## src/rtl/spdif_pkg.sv

```systemverilog
// Shared constants, run classes and helpers for the S/PDIF biphase-mark receiver.
package spdif_pkg;

    localparam int UI_CLKS   = 3;
    localparam int SHORT_MAX = UI_CLKS + 1;
    localparam int MID_MAX   = 2 * UI_CLKS + 1;
    localparam int LONG_MAX  = 3 * UI_CLKS + 1;
    localparam int RUN_W     = $clog2(LONG_MAX + 2);

    localparam int SLOT_FIRST = 4;
    localparam int SLOT_LAST  = 31;
    localparam int NBITS      = SLOT_LAST - SLOT_FIRST + 1;

    localparam logic [2:0] FLAG_B = 3'b001;
    localparam logic [2:0] FLAG_M = 3'b010;
    localparam logic [2:0] FLAG_W = 3'b100;

    localparam logic [1:0] ST_HUNT = 2'd0;
    localparam logic [1:0] ST_PRE  = 2'd1;
    localparam logic [1:0] ST_DATA = 2'd2;

    typedef logic [RUN_W-1:0] run_cnt_t;

    typedef enum logic [1:0] {
        RUN_S   = 2'd0,
        RUN_M   = 2'd1,
        RUN_L   = 2'd2,
        RUN_ERR = 2'd3
    } run_class_e;

    localparam run_cnt_t RUN_SAT = run_cnt_t'(LONG_MAX + 1);

    function automatic run_class_e classify_run(input run_cnt_t n);
        run_class_e c;
        if (n < run_cnt_t'(2))               c = RUN_ERR;
        else if (n <= run_cnt_t'(SHORT_MAX)) c = RUN_S;
        else if (n <= run_cnt_t'(MID_MAX))   c = RUN_M;
        else if (n <= run_cnt_t'(LONG_MAX))  c = RUN_L;
        else                                 c = RUN_ERR;
        return c;
    endfunction

endpackage

```

## src/rtl/spdif_run_meter.sv

```systemverilog
// Synchronises spdif_in, detects transitions and classes the run that each
// transition ends as 1/2/3 UI or error.
module spdif_run_meter
    import spdif_pkg::*;
(
    input  logic       clk,
    input  logic       rst_n,
    input  logic       spdif_in,
    output logic       run_edge,
    output run_class_e run_class
);

    logic [2:0] sync_q, sync_d;
    run_cnt_t   cnt_q, cnt_d;

    // sync_q[1] is the synchronised input; sync_q[2] is its one-clk-old copy.
    always_comb begin
        sync_d    = {sync_q[1:0], spdif_in};
        run_edge  = sync_q[1] ^ sync_q[2];
        run_class = classify_run(cnt_q);
        cnt_d     = cnt_q;
        if (run_edge) begin
            cnt_d = run_cnt_t'(1);
        end else if (cnt_q != RUN_SAT) begin
            cnt_d = cnt_q + 1'b1;
        end
    end

    always_ff @(posedge clk or negedge rst_n) begin
        if (!rst_n) begin
            sync_q <= '0;
            cnt_q  <= '0;
        end else begin
            sync_q <= sync_d;
            cnt_q  <= cnt_d;
        end
    end

endmodule

```

## src/rtl/spdif_rx_core.sv

```systemverilog
// S/PDIF subframe decoder: preamble lock, biphase data decode, output strobe.
// Optional build macro PARITY_CHECK_EN drops subframes with odd parity.
module spdif_rx_core
    import spdif_pkg::*;
(
    input  logic        clk,
    input  logic        rst_n,
    input  logic        spdif_in,
    output logic [2:0]  flag,
    output logic        enable,
    output logic [24:0] bfr
);

    logic       run_edge;
    run_class_e run_class;

    spdif_run_meter u_run_meter (
        .clk       (clk),
        .rst_n     (rst_n),
        .spdif_in  (spdif_in),
        .run_edge  (run_edge),
        .run_class (run_class)
    );

    localparam logic [4:0] LAST_BIT = 5'(NBITS - 1);

    logic [1:0]       state_q, state_d;
    logic [1:0]       pre_idx_q, pre_idx_d;
    run_class_e       first_q, first_d;
    logic [2:0]       code_q, code_d;
    logic             half_q, half_d;
    logic [4:0]       bit_cnt_q, bit_cnt_d;
    logic [NBITS-2:0] shreg_q, shreg_d;
    logic [2:0]       flag_q, flag_d;
    logic [24:0]      bfr_q, bfr_d;
    logic             enable_q, enable_d;

    logic abort, take_bit, bit_val, commit;

    always_comb begin
        state_d   = state_q;
        pre_idx_d = pre_idx_q;
        first_d   = first_q;
        code_d    = code_q;
        half_d    = half_q;
        bit_cnt_d = bit_cnt_q;
        shreg_d   = shreg_q;
        flag_d    = flag_q;
        bfr_d     = bfr_q;
        enable_d  = 1'b0;
        abort     = 1'b0;
        take_bit  = 1'b0;
        bit_val   = 1'b0;
        commit    = 1'b0;

        if (run_edge) begin
            case (state_q)
                ST_HUNT: begin
                    if (run_class == RUN_L) begin
                        state_d   = ST_PRE;
                        pre_idx_d = 2'd0;
                    end
                end
                ST_PRE: begin
                    pre_idx_d = pre_idx_q + 2'd1;
                    if (pre_idx_q == 2'd0) begin
                        first_d = run_class;
                        abort   = (run_class == RUN_ERR);
                    end else if (pre_idx_q == 2'd1) begin
                        abort = (run_class != RUN_S);
                    end else begin
                        state_d   = ST_DATA;
                        half_d    = 1'b0;
                        bit_cnt_d = 5'd0;
                        // Polarity-free match on run lengths after the leading 3 UI.
                        if (first_q == RUN_S && run_class == RUN_L)      code_d = FLAG_B;
                        else if (first_q == RUN_L && run_class == RUN_S) code_d = FLAG_M;
                        else if (first_q == RUN_M && run_class == RUN_M) code_d = FLAG_W;
                        else                                             abort  = 1'b1;
                    end
                end
                ST_DATA: begin
                    case (run_class)
                        RUN_S: begin
                            if (half_q) begin
                                take_bit = 1'b1;
                                bit_val  = 1'b1;
                            end else begin
                                half_d = 1'b1;
                            end
                        end
                        RUN_M: begin
                            if (half_q) abort    = 1'b1;
                            else        take_bit = 1'b1;
                        end
                        default: abort = 1'b1;
                    endcase
                end
                default: state_d = ST_HUNT;
            endcase
        end

        if (take_bit) begin
            half_d    = 1'b0;
            shreg_d   = {bit_val, shreg_q[NBITS-2:1]};
            bit_cnt_d = bit_cnt_q + 5'd1;
            if (bit_cnt_q == LAST_BIT) begin
                state_d = ST_HUNT;
`ifdef PARITY_CHECK_EN
                commit = ~(^{bit_val, shreg_q});
`else
                commit = 1'b1;
`endif
            end
        end

        // shreg_q holds slots 4..30 with slot 4 at bit 0 when slot 31 arrives.
        if (commit) begin
            flag_d   = code_q;
            bfr_d    = shreg_q[24:0];
            enable_d = 1'b1;
        end

        // A 3-UI run that breaks a subframe is the start of the next preamble.
        if (abort) begin
            if (run_class == RUN_L) begin
                state_d   = ST_PRE;
                pre_idx_d = 2'd0;
            end else begin
                state_d = ST_HUNT;
            end
        end
    end

    always_ff @(posedge clk or negedge rst_n) begin
        if (!rst_n) begin
            state_q   <= ST_HUNT;
            pre_idx_q <= 2'd0;
            first_q   <= RUN_S;
            code_q    <= 3'b000;
            half_q    <= 1'b0;
            bit_cnt_q <= 5'd0;
            shreg_q   <= '0;
            flag_q    <= 3'b000;
            bfr_q     <= 25'd0;
            enable_q  <= 1'b0;
        end else begin
            state_q   <= state_d;
            pre_idx_q <= pre_idx_d;
            first_q   <= first_d;
            code_q    <= code_d;
            half_q    <= half_d;
            bit_cnt_q <= bit_cnt_d;
            shreg_q   <= shreg_d;
            flag_q    <= flag_d;
            bfr_q     <= bfr_d;
            enable_q  <= enable_d;
        end
    end

    assign flag   = flag_q;
    assign bfr    = bfr_q;
    assign enable = enable_q;

endmodule

```

## config.mk

```make
export PLATFORM = sky130hd
export DESIGN_NAME = spdif_rx_core
export DESIGN_NICKNAME = d
export VERILOG_FILES = /design/src/rtl/spdif_pkg.sv /design/src/rtl/spdif_run_meter.sv /design/src/rtl/spdif_rx_core.sv
export SDC_FILE = /design/constraint.sdc
export NUM_CORES = 1
export LEC_CHECK = 0
export CORE_MARGIN = 2
export CORE_UTILIZATION = 35
export CTS_CLUSTER_DIAMETER = 120
export CTS_CLUSTER_SIZE = 28
export DETAILED_ROUTE_END_ITERATION = 16
export PLACE_DENSITY = 0.53
export SLEW_MARGIN = 0
export SYNTH_ARGS = -nofsm -noshare
export SYNTH_HDL_FRONTEND = slang
export SYNTH_SLANG_ARGS = --single-unit
export TNS_END_PERCENT = 100
```

## constraint.sdc

```tcl
create_clock -name clk -period 2.3 [get_ports clk]
set_clock_uncertainty 0.2 [all_clocks]
set_input_delay 0.345 -clock clk [delete_from_list [all_inputs] [get_ports clk]]
set_output_delay 0.345 -clock clk [all_outputs]
set_load 0.01 [all_outputs]
```

# [Word-level counts from Yosys, hierarchy flattened]
# Index checks and enable logic that the tools add are counted.
[totals] ff_bits=78 in_bits=3 output_inout_bits=29 elab_cells=107
[op_classes] addsub=3 magnitude_cmp=4 eq_ne=15 n_mux=53 bitwise=3 n_reduce_logical=17
[op_table] operator="$mux W2" n=14
[op_table] operator="$mux W5" n=5
[op_table] operator="$mux W1" n=23
[op_table] operator="$reduce_and A5 Y1" n=2
[op_table] operator="$mux W3" n=3
[op_table] operator="$ne A3 B3 Y1 const B" n=3
[op_table] operator="$eq A2 B1 Y1 const B" n=4
[op_table] operator="$eq A2 B2 Y1 const B" n=4
[op_table] operator="$le A4 B3 Y1 const B" n=2
[op_table] operator="$logic_not A2 Y1" n=4
[op_table] operator="$mux W4" n=2
[op_table] operator="$pmux W1 S2" n=4
[op_table] operator="$reduce_bool A2 Y1" n=4
[op_table] operator="$pmux W2 S3" n=1
[op_table] operator="$reduce_bool A3 Y1" n=2
[op_table] operator="$add A5 B1 Y5 const B" n=1
[op_table] operator="$eq A5 B5 Y1 const B" n=1
[op_table] operator="$add A4 B1 Y4 const B" n=1
[op_table] operator="$le A4 B4 Y1 const B" n=1
[op_table] operator="$lt A4 B2 Y1 const B" n=1
[op_table] operator="$ne A2 B2 Y1 const B" n=2
[op_table] operator="$ne A4 B4 Y1 const B" n=1
[op_table] operator="$pmux W2 S2" n=1
[op_table] operator="$reduce_and A4 Y1" n=1
[op_table] operator="other kinds (5)" n=8

# [Depth between registers and ports, before layout]
# Gate-level depths: netlist (run 1).
[depth] ltp_word=15 ltp_mapped=8

# [Cells and area by module]
# A second synthesis (run 1) with hierarchy kept.
[hier_totals] hier_cells=325 area_unflattened_um2=3507.1
[modules_own_cells] module="spdif_rx_core" instances=1 cells_per_inst=298 area_each_um2=3188.1 seq_area_each_um2=1776.7
[modules_own_cells] module="spdif_run_meter" instances=1 cells_per_inst=27 area_each_um2=319.1 seq_area_each_um2=175.2

# [Worst setup path before layout (run 1)]
# Ideal clock, no wire load.
[synth_timing] path_kind="reg-to-reg" from="register u_run_meter.cnt_q[0]" to="register state_q[0]" setup_time_ns=0.125 arrival_ns=1.771 required_time_ns=1.975 slack_ns=0.204 stages_incl_launch_ff=8 path_buffers=0 cell_sequence="dfrtp_1 inv_1 ha_1 nor2b_4 or4_4 a21boi_2 o31ai_4 mux2_4"
[synth_between] elab_chain_len=15 word_cells_on_any_way=34 classes_between="4 x order compare; 3 x eq/ne; 22 x mux; 5 x reduce/logical"
[synth_rtl] item="from (decl)" line="spdif_run_meter.sv:14" rtl="run_cnt_t cnt_q, cnt_d;"
[synth_rtl] item="from (signal assigned)" line="spdif_run_meter.sv:35" rtl="cnt_q <= cnt_d;"
[synth_rtl] item="$le A4 B4 Y1" line="spdif_pkg.sv:38" rtl="else if (n <= run_cnt_t'(LONG_MAX)) c = RUN_L;"
[synth_rtl] item="$mux W1" line="spdif_pkg.sv:38"
[synth_rtl] item="$mux W2" line="spdif_pkg.sv:37" rtl="else if (n <= run_cnt_t'(MID_MAX)) c = RUN_M;"
[synth_rtl] item="$mux W2" line="spdif_pkg.sv:36" rtl="else if (n <= run_cnt_t'(SHORT_MAX)) c = RUN_S;"
[synth_rtl] item="$mux W2 *" line="spdif_pkg.sv:35" rtl="if (n < run_cnt_t'(2)) c = RUN_ERR;"
[synth_rtl] item="$eq A2 B1 Y1" line="spdif_rx_core.sv:78, spdif_rx_core.sv:83"
[synth_rtl] item="$logic_and A1 B1 Y1" line="spdif_rx_core.sv:78" rtl="else if (first_q == RUN_M && run_class == RUN_M) code_d = FLAG_W;"
[synth_rtl] item="$mux W1" line="spdif_rx_core.sv:78"
[synth_rtl] item="$mux W1" line="spdif_rx_core.sv:77" rtl="else if (first_q == RUN_L && run_class == RUN_S) code_d = FLAG_M;"
[synth_rtl] item="$mux W1" line="spdif_rx_core.sv:76" rtl="if (first_q == RUN_S && run_class == RUN_L) code_d = FLAG_B;"
[synth_rtl] item="$mux W1" line="spdif_rx_core.sv:69" rtl="end else if (pre_idx_q == 2'd1) begin"
[synth_rtl] item="$mux W1" line="spdif_rx_core.sv:66" rtl="if (pre_idx_q == 2'd0) begin"
[synth_rtl] item="$pmux W1 S2" line="spdif_rx_core.sv:57" rtl="case (state_q)"
[synth_rtl] item="$mux W1" line="spdif_rx_core.sv:56" rtl="if (run_edge) begin"
[synth_rtl] item="$mux W2 *" line="spdif_rx_core.sv:125" rtl="if (abort) begin"
[synth_rtl] item="named net state_d[0]" line="spdif_rx_core.sv:27" rtl="logic [1:0] state_q, state_d;"
[synth_rtl] item="to (signal assigned)" line="spdif_rx_core.sv:148" rtl="state_q <= state_d;"
[synth_rtl] item="to (decl)" line="spdif_rx_core.sv:27"
# Mark *: on every way through the listed nets, which the timed path passes. The rest lies on a longest branch.
# A chain may end at the register's enable or synchronous reset.

# [Worst setup path after layout (run 1)]
[layout_timing] from="register u_run_meter.cnt_q[1]" to="register state_q[0]"
# The elaborated chain is that of the path after synthesis.

==> summary.txt, run 1 <==
Worst Setup SP: u_run_meter.cnt_q[1]
GRT Max-Usage Layer: met2
final hold slack: 158.7 ps
Overall Global Routing Usage: 0.1259
layout cell share with drive strength beyond 1: 0.2130
Final nets: 331
Post-Syn Instances: 272
CP Capture Type: flop
synthesized area per cell: 12.79 µm²
Critical Path RT: 2330 ps
DIE WIDTH: 103.7 µm
largest stage delay on the critical path: 430 ps
TritonCTS clock tree: yes
EDFF count, synth: 0
I/O Pins: 32
RSZ-0062 raised after global routing: no
Starting Density: 0.3575
met2 usage: 0.1982
Worst Hold Path Cells: 0
largest net degree at the start of global routing: 49
met1 Resource Use GR: 0.1630
fmax: 0.4599 GHz
Arr. time, crit path: 2200 ps
Pins Over Slew Limit: 0
Leakage: 2.005 nW
area delta synth->final: 22.19%
DR vias: 2,173
Max-Cap Viols: 0
biggest area consumer among synthesized cells: dfrtp_1
Post-synth top flop: dfrtp_1
CTS Root Buffer Type: clkbuf_8
Worst setup SP type: flop
Yosys Warn Count: 0
CTS Sinks: 78
Syn Std Cell Area: 3478 µm²
Pre-antenna DRT Iters: 4
setup TNS: 0 ps
Worst VDD drop: 0.3366 mV
core area: 9729 µm²
Initial DRC Count: 89
ranking of synthesized cells by area: dfrtp_1, mux2_1, mux2_2
fin crit period: 2175 ps
post-CTS sizing: 0
diodes inserted: 0
DIE HEIGHT: 103.7 µm
hold path start: u_run_meter.sync_q[0]
Pwr Density: 807.9 nW/µm²
register bit count reported by yosys: 78
total gr overflow: 0
reg-to-reg startpoint: u_run_meter.cnt_q[1]
H-Tree Depth: 3
Via-to-Cell Ratio: 4.755
DP Worst Slack: 149.3 ps
first-pass GRT wire length: 10.96 mm
met3 Usage GRT: 0.03965
Slew @ Worst Pin: 575.0 ps
initial antenna violation count: 0
fin worst setup slack: 125.5 ps
CP max FO: 5
CTS Buffer Depth: 2
Clock Latency Late Sink: 350 ps
crit path kind: flop to flop
Top delay family on crit path: compound AO/OA/AOI/OAI gates
most instantiated library cell after synthesis: dfrtp_1
# setup viols final: 0
Core Rows: 36
reg2reg end: state_q[0]
crit share post-route: 0.9454
Net Count, Synth: 284
hold-critical path endpoint: u_run_meter.sync_q[1]
clk slew on worst S/H paths: 80 ps
CTS buffer count: 9
ys async rst share: 1.000
die area: 10,750 µm²
RD Place Congestion: 0.8008
CP Cell Sequence: ha_1 > nor2b_4 > o21ai_0 > a31o_1 > o31ai_4 > mux2_4
worst reg-to-reg setup slack: 130 ps
Cell variety after synth: 49
Yosys top cell area share: 0.5612
final wirelength: 6.113 mm
top cells by count, synth: dfrtp_1, mux2_1, mux2_2
worst reg-to-reg path cell count: 6
post-route antenna net violation count: 0
post-synthesis sequential area ratio: 0.5612
port bufs: 31
Min-Delay Path Class: flop to flop
final hold viol count: 0
WP buf/inv: 0
# DRC: 0
Wirelength per Cell: 13.38 µm
slowest stage cell, crit path: dfrtp_1
status: completed
number of global-route vias before repair: 2,268
DP Wirelength: 4.157 mm
Rel. slew slack: 0.6126
-- flip-flops by register name, indices dropped and copies added (netlist names), 2 cells and up --
signal              cells
pre_idx_q               2
bit_cnt_q               5
state_q                 2
first_q                 2
u_run_meter.sync_q      3
bfr                    25
u_run_meter.cnt_q       4
code_q                  3
shreg_q                27
flag                    3
-- report_power, final --
| group | internal [mW] | switching, mW |
|---|---|---|
| combinational | 0.351 | 0.438 |
| sequential | 1.48 | 0.107 |
| clock | 0.517 | 0.544 |
-- repair_timing --
item / 4_1_cts / 5_1_grt
hold buffers: 1 / 0
hold endpoints to repair: 30 / 0
setup buffers: 0 / 0
-- logic make-up (layout without fill, tap and decap cells) --
kind of cell	Yosys count	in the layout	share of synthesized area
and+or+nand+nor	59	59	0.08885
xor gates and xnor gates	7	7	0.01763
adders and majority gates	9	9	0.03237
buffers and inverters	22	74	0.03597
muxes	59	59	0.1914
DFF	78	78	0.5612
AOI/OAI and AO/OA	38	38	0.07266
-- area by class of cell --
class,instances,area [µm²]
fill,946,5479
sequential,78,1952
multi-input combinational,172,1408
timing repair buffer,47,480.5
tap,133,166.4
clock buffer,9,123.9
clock inverter,7,78.83
inverter,11,41.29
-- metrics by stage --
| stage | util | std cells | cell area [µm²] | power, mW |
|---|---|---|---|---|
| 2_1_floorplan | - | 272 | 3478 | 2.163 |
| 3_3_place_gp | 0.4150 | 440 | 4038 | 2.387 |
| 3_5_place_dp | 0.4150 | 440 | 4038 | 2.402 |
| 4_1_cts | 0.4369 | 457 | 4250 | 3.488 |
| 5_1_grt | 0.4369 | 457 | 4250 | 3.660 |
| 6_report | 0.4369 | 457 | 4250 | 3.434 |
-- how the worst max path moves through the flow --
stage,cells past startpoint,end
5_1_grt,6,pre_idx_q[0]
2_1_floorplan,7,state_q[0]
3_5_place_dp,6,bfr[4]
4_1_cts,6,state_q[0]
3_3_place_gp,6,state_q[0]
6_report,6,state_q[0]
-- layer usage --
| layer | routed length, µm | vias up |
|---|---|---|
| met5 | 0 | - |
| met2 | 2890 | 33 |
| met3 | 221 | 9 |
| li1 | - | 1047 |
| met4 | 86 | 0 |
| met1 | 2914 | 1084 |
-- placed cells by master, fill, tap and decap left out, types with 3 or more instances in the layout --
cell type,netlist,layout
nor3_1,3,3
inv_1,11,11
buf_4,5,12
clkbuf_8,0,9
nand3_1,5,5
a21oi_1,8,8
ha_1,9,9
clkdlybuf4s50_1,0,30
o21ai_0,13,13
dfrtp_1,78,78
mux2_1,28,28
xnor2_1,5,5
nand2_1,19,19
inv_6,0,4
nor2_1,15,15
buf_12,0,4
mux2_2,28,28
No activity file was read; power rests on OpenSTA's default activity.
==> run 2: changes to the inputs <==
--- a/config.mk
+++ b/config.mk
@@ -5,12 +5,15 @@
 export SDC_FILE = /design/constraint.sdc
 export NUM_CORES = 1
 export LEC_CHECK = 0
+export CELL_PAD_IN_SITES_DETAIL_PLACEMENT = 1
+export CELL_PAD_IN_SITES_GLOBAL_PLACEMENT = 2
 export CORE_MARGIN = 2
 export CORE_UTILIZATION = 35
 export CTS_CLUSTER_DIAMETER = 120
 export CTS_CLUSTER_SIZE = 28
 export DETAILED_ROUTE_END_ITERATION = 16
-export PLACE_DENSITY = 0.53
+export PLACE_DENSITY = 0.71
+export REMOVE_ABC_BUFFERS = 1
 export SLEW_MARGIN = 0
 export SYNTH_ARGS = -nofsm -noshare
 export SYNTH_HDL_FRONTEND = slang
==> run 2 against run 1 <==
  * Utilization increased by 0.32 points
  * Maximum frequency decreased by 0.79%
  * Via count increased by 1.8%
  * Clock-buffer cell count increased by 2
  * Register-to-register slack got worse by 20 ps
  * Combinational power increased by 0.9%
  * Non-clock buffer count increased by 2
==> summary.txt, run 2 (same netlist as run 1, synthesis figures left out) <==
CTS Sinks: 78 (unchanged)
Min-Delay Path Class: flop to flop (unchanged)
final cell count without fillers: 459 (was 457)
crit share post-route: 0.9530 (was 0.9454)
Arr. time, crit path: 2220 ps (was 2200 ps)
number of global-route vias before repair: 2,297 (was 2,268)
post-route antenna net violation count: 0 (unchanged)
RSZ-0062 raised after global routing: no (unchanged)
clk slew on worst S/H paths: 80 ps (about the same)
core area: 9729 µm² (unchanged)
largest net degree at the start of global routing: 43 (was 49)
placed insts: 442 (was 440)
status: completed (unchanged)
CTS Buffer Depth: 2 (unchanged)
Clock Latency Late Sink: 350 ps (about the same)
Leakage: 2.022 nW (was 2.005 nW)
setup TNS: 0 ps (unchanged)
# setup viols final: 0 (unchanged)
DR vias: 2,213 (was 2,173)
# Post-CTS Setup Buffers: 0 (unchanged)
DP Wirelength: 4.775 mm (was 4.157 mm)
final hold slack: 166.0 ps (was 158.7 ps)
total gr overflow: 0 (unchanged)
largest reg by FF count: shreg_q (unchanged)
DIE HEIGHT: 103.7 µm (unchanged)
port bufs: 31 (unchanged)
Starting Density: 0.3575 (unchanged)
Worst setup SP type: flop (unchanged)
most common cell after layout, fill and taps aside: dfrtp_1 (unchanged)
Via-to-Cell Ratio: 4.821 (was 4.755)
Critical Path RT: 2330 ps (about the same)
TritonCTS clock tree: yes (unchanged)
I/O Pins: 32 (unchanged)
RD Place Congestion: 0.8806 (was 0.8008)
Pwr Density: 827.7 nW/µm² (was 807.9 nW/µm²)
CTS Root Buffer Type: clkbuf_8 (unchanged)
fin crit period: 2192 ps (was 2175 ps)
Max-Cap Viols: 0 (unchanged)
Wirelength per Cell: 14.86 µm (was 13.38 µm)
die area: 10,750 µm² (unchanged)
initial antenna violation count: 0 (unchanged)
Overall Global Routing Usage: 0.1389 (was 0.1259)
Final nets: 333 (was 331)
post-route cell area: 4282 µm² (was 4250 µm²)
CP max FO: 7 (was 5)
H-Tree Depth: 3 (unchanged)
fmax: 0.4562 GHz (was 0.4599 GHz)
CTS buffer count: 9 (unchanged)
first-pass GRT wire length: 11.90 mm (was 10.96 mm)
most frequent cells in the layout: dfrtp_1, clkdlybuf4s50_1, mux2_2, mux2_1, nand2_1 (unchanged)
Fill cells: 1,054 (was 946)
crit path kind: flop to flop (unchanged)
final hold viol count: 0 (unchanged)
# DRC: 0 (unchanged)
Pwr Total: 3.544 mW (was 3.434 mW)
Initial DRC Count: 31 (was 89)
Core Rows: 36 (unchanged)
Largest register FFs: 27 (unchanged)
Rel. slew slack: 0.6543 (was 0.6126)
DIE WIDTH: 103.7 µm (unchanged)
CP Capture Type: flop (unchanged)
Pre-antenna DRT Iters: 4 (unchanged)
layout cell share with drive strength beyond 1: 0.2209 (was 0.2130)
Slew @ Worst Pin: 518.5 ps (was 575.0 ps)
Pins Over Slew Limit: 0 (unchanged)
worst reg-to-reg setup slack: 110 ps (was 130 ps)
area delta synth->final: 23.09% (was 22.19%)
final wirelength: 6.819 mm (was 6.113 mm)
DP Area: 4040 µm² (was 4038 µm²)
diodes inserted: 0 (unchanged)
Worst VDD drop: 0.3272 mV (was 0.3366 mV)
run 2: worst max-delay path: stages (launching register included):
cell      delay, ps
dfrtp_2         460
inv_1            70
ha_1            180
nor2b_4          60
or4_4           500
a21boi_2        200
o31ai_4         110
mux2_4          310
run 2: routing by layer:
metal  share of wire  global-route usage
met5               0                   0
met4           0.023             0.07432
met3           0.022             0.02077
met2            0.48              0.2176
met1            0.48              0.1867
run 2: layout make-up:
type / count / area [µm²] / share of cell area
sequential: 78 / 1953 / 0.4562
multi-input combinational: 172 / 1414 / 0.3302
timing repair buffer: 49 / 483.0 / 0.1128
tap: 133 / 166.4 / 0.03887
clock buffer: 11 / 141.4 / 0.03302
clock inverter: 5 / 82.58 / 0.01929
inverter: 11 / 41.29 / 0.009643
run 2: path summary, 6_finish.rpt:
path,start,endpoint,depth (start not counted)
hold / removal,u_run_meter.sync_q[0],u_run_meter.sync_q[1],0
min in group asynchronous,rst_n,pre_idx_q[0],2
max in group asynchronous,rst_n,shreg_q[9],3
hold reg to reg,u_run_meter.sync_q[0],u_run_meter.sync_q[1],0
setup reg to reg,u_run_meter.cnt_q[0],state_q[0],7
setup / recovery,u_run_meter.cnt_q[0],state_q[0],7
run 2: metrics by stage:
stage                     utilization  setup WS, ps
after floorplan                     -        -906.4
after global placement         0.4153         111.5
after detailed placement       0.4153         68.92
after CTS                      0.4393         56.75
after global routing           0.4401         4.508
final                          0.4401         108.1
run 2: power by group:
part,internal [mW],total (mW),switching (mW)
Combinational,0.351,0.796,0.445
Sequential,1.48,1.60,0.118
Clock,0.644,1.15,0.508
Total,2.47,3.54,1.07
run 2: timing repair:
item	CTS	global route
hold buffers	1	0
setup endpoints to repair	0	6
endpoints found under the hold margin	36	0
gates resized for setup	0	2
==> run 3: changes to the inputs <==
--- a/config.mk
+++ b/config.mk
@@ -10,10 +10,10 @@
 export CORE_MARGIN = 2
 export CORE_UTILIZATION = 35
 export CTS_CLUSTER_DIAMETER = 120
-export CTS_CLUSTER_SIZE = 28
 export DETAILED_ROUTE_END_ITERATION = 16
 export PLACE_DENSITY = 0.71
 export REMOVE_ABC_BUFFERS = 1
+export SETUP_SLACK_MARGIN = 0.15
 export SLEW_MARGIN = 0
 export SYNTH_ARGS = -nofsm -noshare
 export SYNTH_HDL_FRONTEND = slang
==> run 3 against run 2 <==
  * Combinational power up 13%
  * Routed wire length rose by 5.2%
  * Die area is the same
  * Critical endpoint unchanged
==> summary.txt, run 3 (same netlist as run 1, synthesis figures left out) <==
status: completed (unchanged)
DR vias: 2,276 (was 2,213)
Pwr Total: 3.656 mW (was 3.544 mW)
Largest register FFs: 27 (unchanged)
first-pass GRT wire length: 11.94 mm (was 11.90 mm)
worst reg-to-reg path cell count: 5 (was 7)
Rel. slew slack: 0.6543 (about the same)
footprint of the multi-input gates: 1451 µm² (was 1414 µm²)
fmax: 0.4731 GHz (was 0.4562 GHz)
DP Wirelength: 4.775 mm (unchanged)
Clock Latency Late Sink: 350 ps (about the same)
layout cell share with drive strength beyond 1: 0.2708 (was 0.2209)
area delta synth->final: 27.09% (was 23.09%)
worst reg-to-reg setup slack: 190 ps (was 110 ps)
CP max FO: 7 (unchanged)
Slew @ Worst Pin: 518.6 ps (was 518.5 ps)
fin worst setup slack: 186.1 ps (was 108.1 ps)
CTS Sinks: 78 (unchanged)
fin crit period: 2114 ps (was 2192 ps)
Worst VDD drop: 0.3289 mV (was 0.3272 mV)
most common cell after layout, fill and taps aside: dfrtp_1 (unchanged)
Wirelength per Cell: 15.30 µm (was 14.86 µm)
final wirelength: 7.174 mm (was 6.819 mm)
Pre-antenna DRT Iters: 4 (unchanged)
hold path start: u_run_meter.sync_q[0] (unchanged)
final hold slack: 166.0 ps (about the same)
met1 Resource Use GR: 0.1883 (was 0.1867)
CTS Root Buffer Type: clkbuf_8 (unchanged)
Worst Setup SP: u_run_meter.cnt_q[1] (was u_run_meter.cnt_q[0])
RD Place Congestion: 0.8806 (unchanged)
crit path kind: flop to flop (unchanged)
post-route antenna net violation count: 0 (unchanged)
# setup viols final: 0 (unchanged)
final cell count without fillers: 469 (was 459)
Starting Density: 0.3575 (unchanged)
Overall Global Routing Usage: 0.1393 (was 0.1389)
Core Rows: 36 (unchanged)
FF+latch area: 1958 µm² (was 1953 µm²)
Pins Over Slew Limit: 0 (unchanged)
diodes inserted: 0 (unchanged)
Arr. time, crit path: 2150 ps (was 2220 ps)
H-Tree Depth: 3 (unchanged)
CTS Buffer Depth: 2 (unchanged)
Max-Cap Viols: 0 (unchanged)
RSZ-0062 raised after global routing: yes (was no)
core area: 9729 µm² (unchanged)
setup TNS: 0 ps (unchanged)
port bufs: 31 (unchanged)
crit share post-route: 0.9191 (was 0.9530)
number of global-route vias before repair: 2,296 (was 2,297)
DIE WIDTH: 103.7 µm (unchanged)
Worst Hold Path Cells: 0 (unchanged)
DP Area: 4040 µm² (unchanged)
Initial DRC Count: 46 (was 31)
die area: 10,750 µm² (unchanged)
total gr overflow: 0 (unchanged)
Worst setup SP type: flop (unchanged)
Via-to-Cell Ratio: 4.853 (was 4.821)
initial antenna violation count: 0 (unchanged)
reg-to-reg startpoint: u_run_meter.cnt_q[1] (was u_run_meter.cnt_q[0])
Leakage: 2.083 nW (was 2.022 nW)
largest net degree at the start of global routing: 43 (unchanged)
TritonCTS clock tree: yes (unchanged)
Critical Path RT: 2330 ps (about the same)
most frequent cells in the layout: dfrtp_1, clkdlybuf4s50_1, mux2_2, mux2_1, buf_4 (was dfrtp_1, clkdlybuf4s50_1, mux2_2, mux2_1, nand2_1)
post-route cell area: 4420 µm² (was 4282 µm²)
Min-Delay Path Class: flop to flop (unchanged)
DIE HEIGHT: 103.7 µm (unchanged)
Fill cells: 1,045 (was 1,054)
post-layout util: 0.4543 (was 0.4401)
CTS buffer count: 9 (unchanged)
met3 Usage GRT: 0.02077 (unchanged)
GRT Max-Usage Layer: met2 (unchanged)
placed insts: 442 (unchanged)
CP Capture Type: flop (unchanged)
Pwr Density: 827.0 nW/µm² (was 827.7 nW/µm²)
clk slew on worst S/H paths: 80 ps (about the same)
met2 usage: 0.2171 (was 0.2176)
DP Worst Slack: 68.92 ps (unchanged)
Final nets: 343 (was 333)
final hold viol count: 0 (unchanged)
I/O Pins: 32 (unchanged)
# DRC: 0 (unchanged)
largest reg by FF count: shreg_q (unchanged)
==> run 3: timing repair <==
action / in CTS / in global routing
pin swaps: 2 / 5
resized for setup: 4 / 13
hold endpoints to repair: 36 / 0
buffers inserted: 1 / 8
setup endpoints to repair: 31 / 49
gates cloned: 0 / 1
hold buffers: 1 / 0
==> run 3: worst max-delay path, stage by stage, from the launching register on <==
cell	delay, ps
dfrtp_2	460
buf_6	140
or3_4	330
a31o_1	210
o31ai_4	330
mux2_4	330
==> run 3: path summary, 6_finish.rpt <==
check | endpoint
setup reg to reg | state_q[0]
hold reg to reg | u_run_meter.sync_q[1]
max in group asynchronous | shreg_q[9]
setup / recovery | state_q[0]
hold / removal | u_run_meter.sync_q[1]
min in group asynchronous | pre_idx_q[0]
==> run 3: area by class of cell <==
type	instances	area share
repair buffers	59	0.1311
clock buffers	11	0.03198
clock inverters	5	0.01868
well taps	133	0.03765
multi-input cells	172	0.3283
inverters	11	0.009341
flip-flops and latches	78	0.4430
==> run 3: routing by layer <==
layer / routed length, µm / vias to the layer above
li1: - / 1076
met1: 3430 / 1167
met2: 3486 / 23
met3: 94 / 10
met4: 162 / 0
met5: 0 / -
==> run 3: where the power goes <==
part / switching, mW / internal, mW
Combinational: 0.488 / 0.414
Sequential: 0.114 / 1.48
Clock: 0.516 / 0.644
Total: 1.12 / 2.54
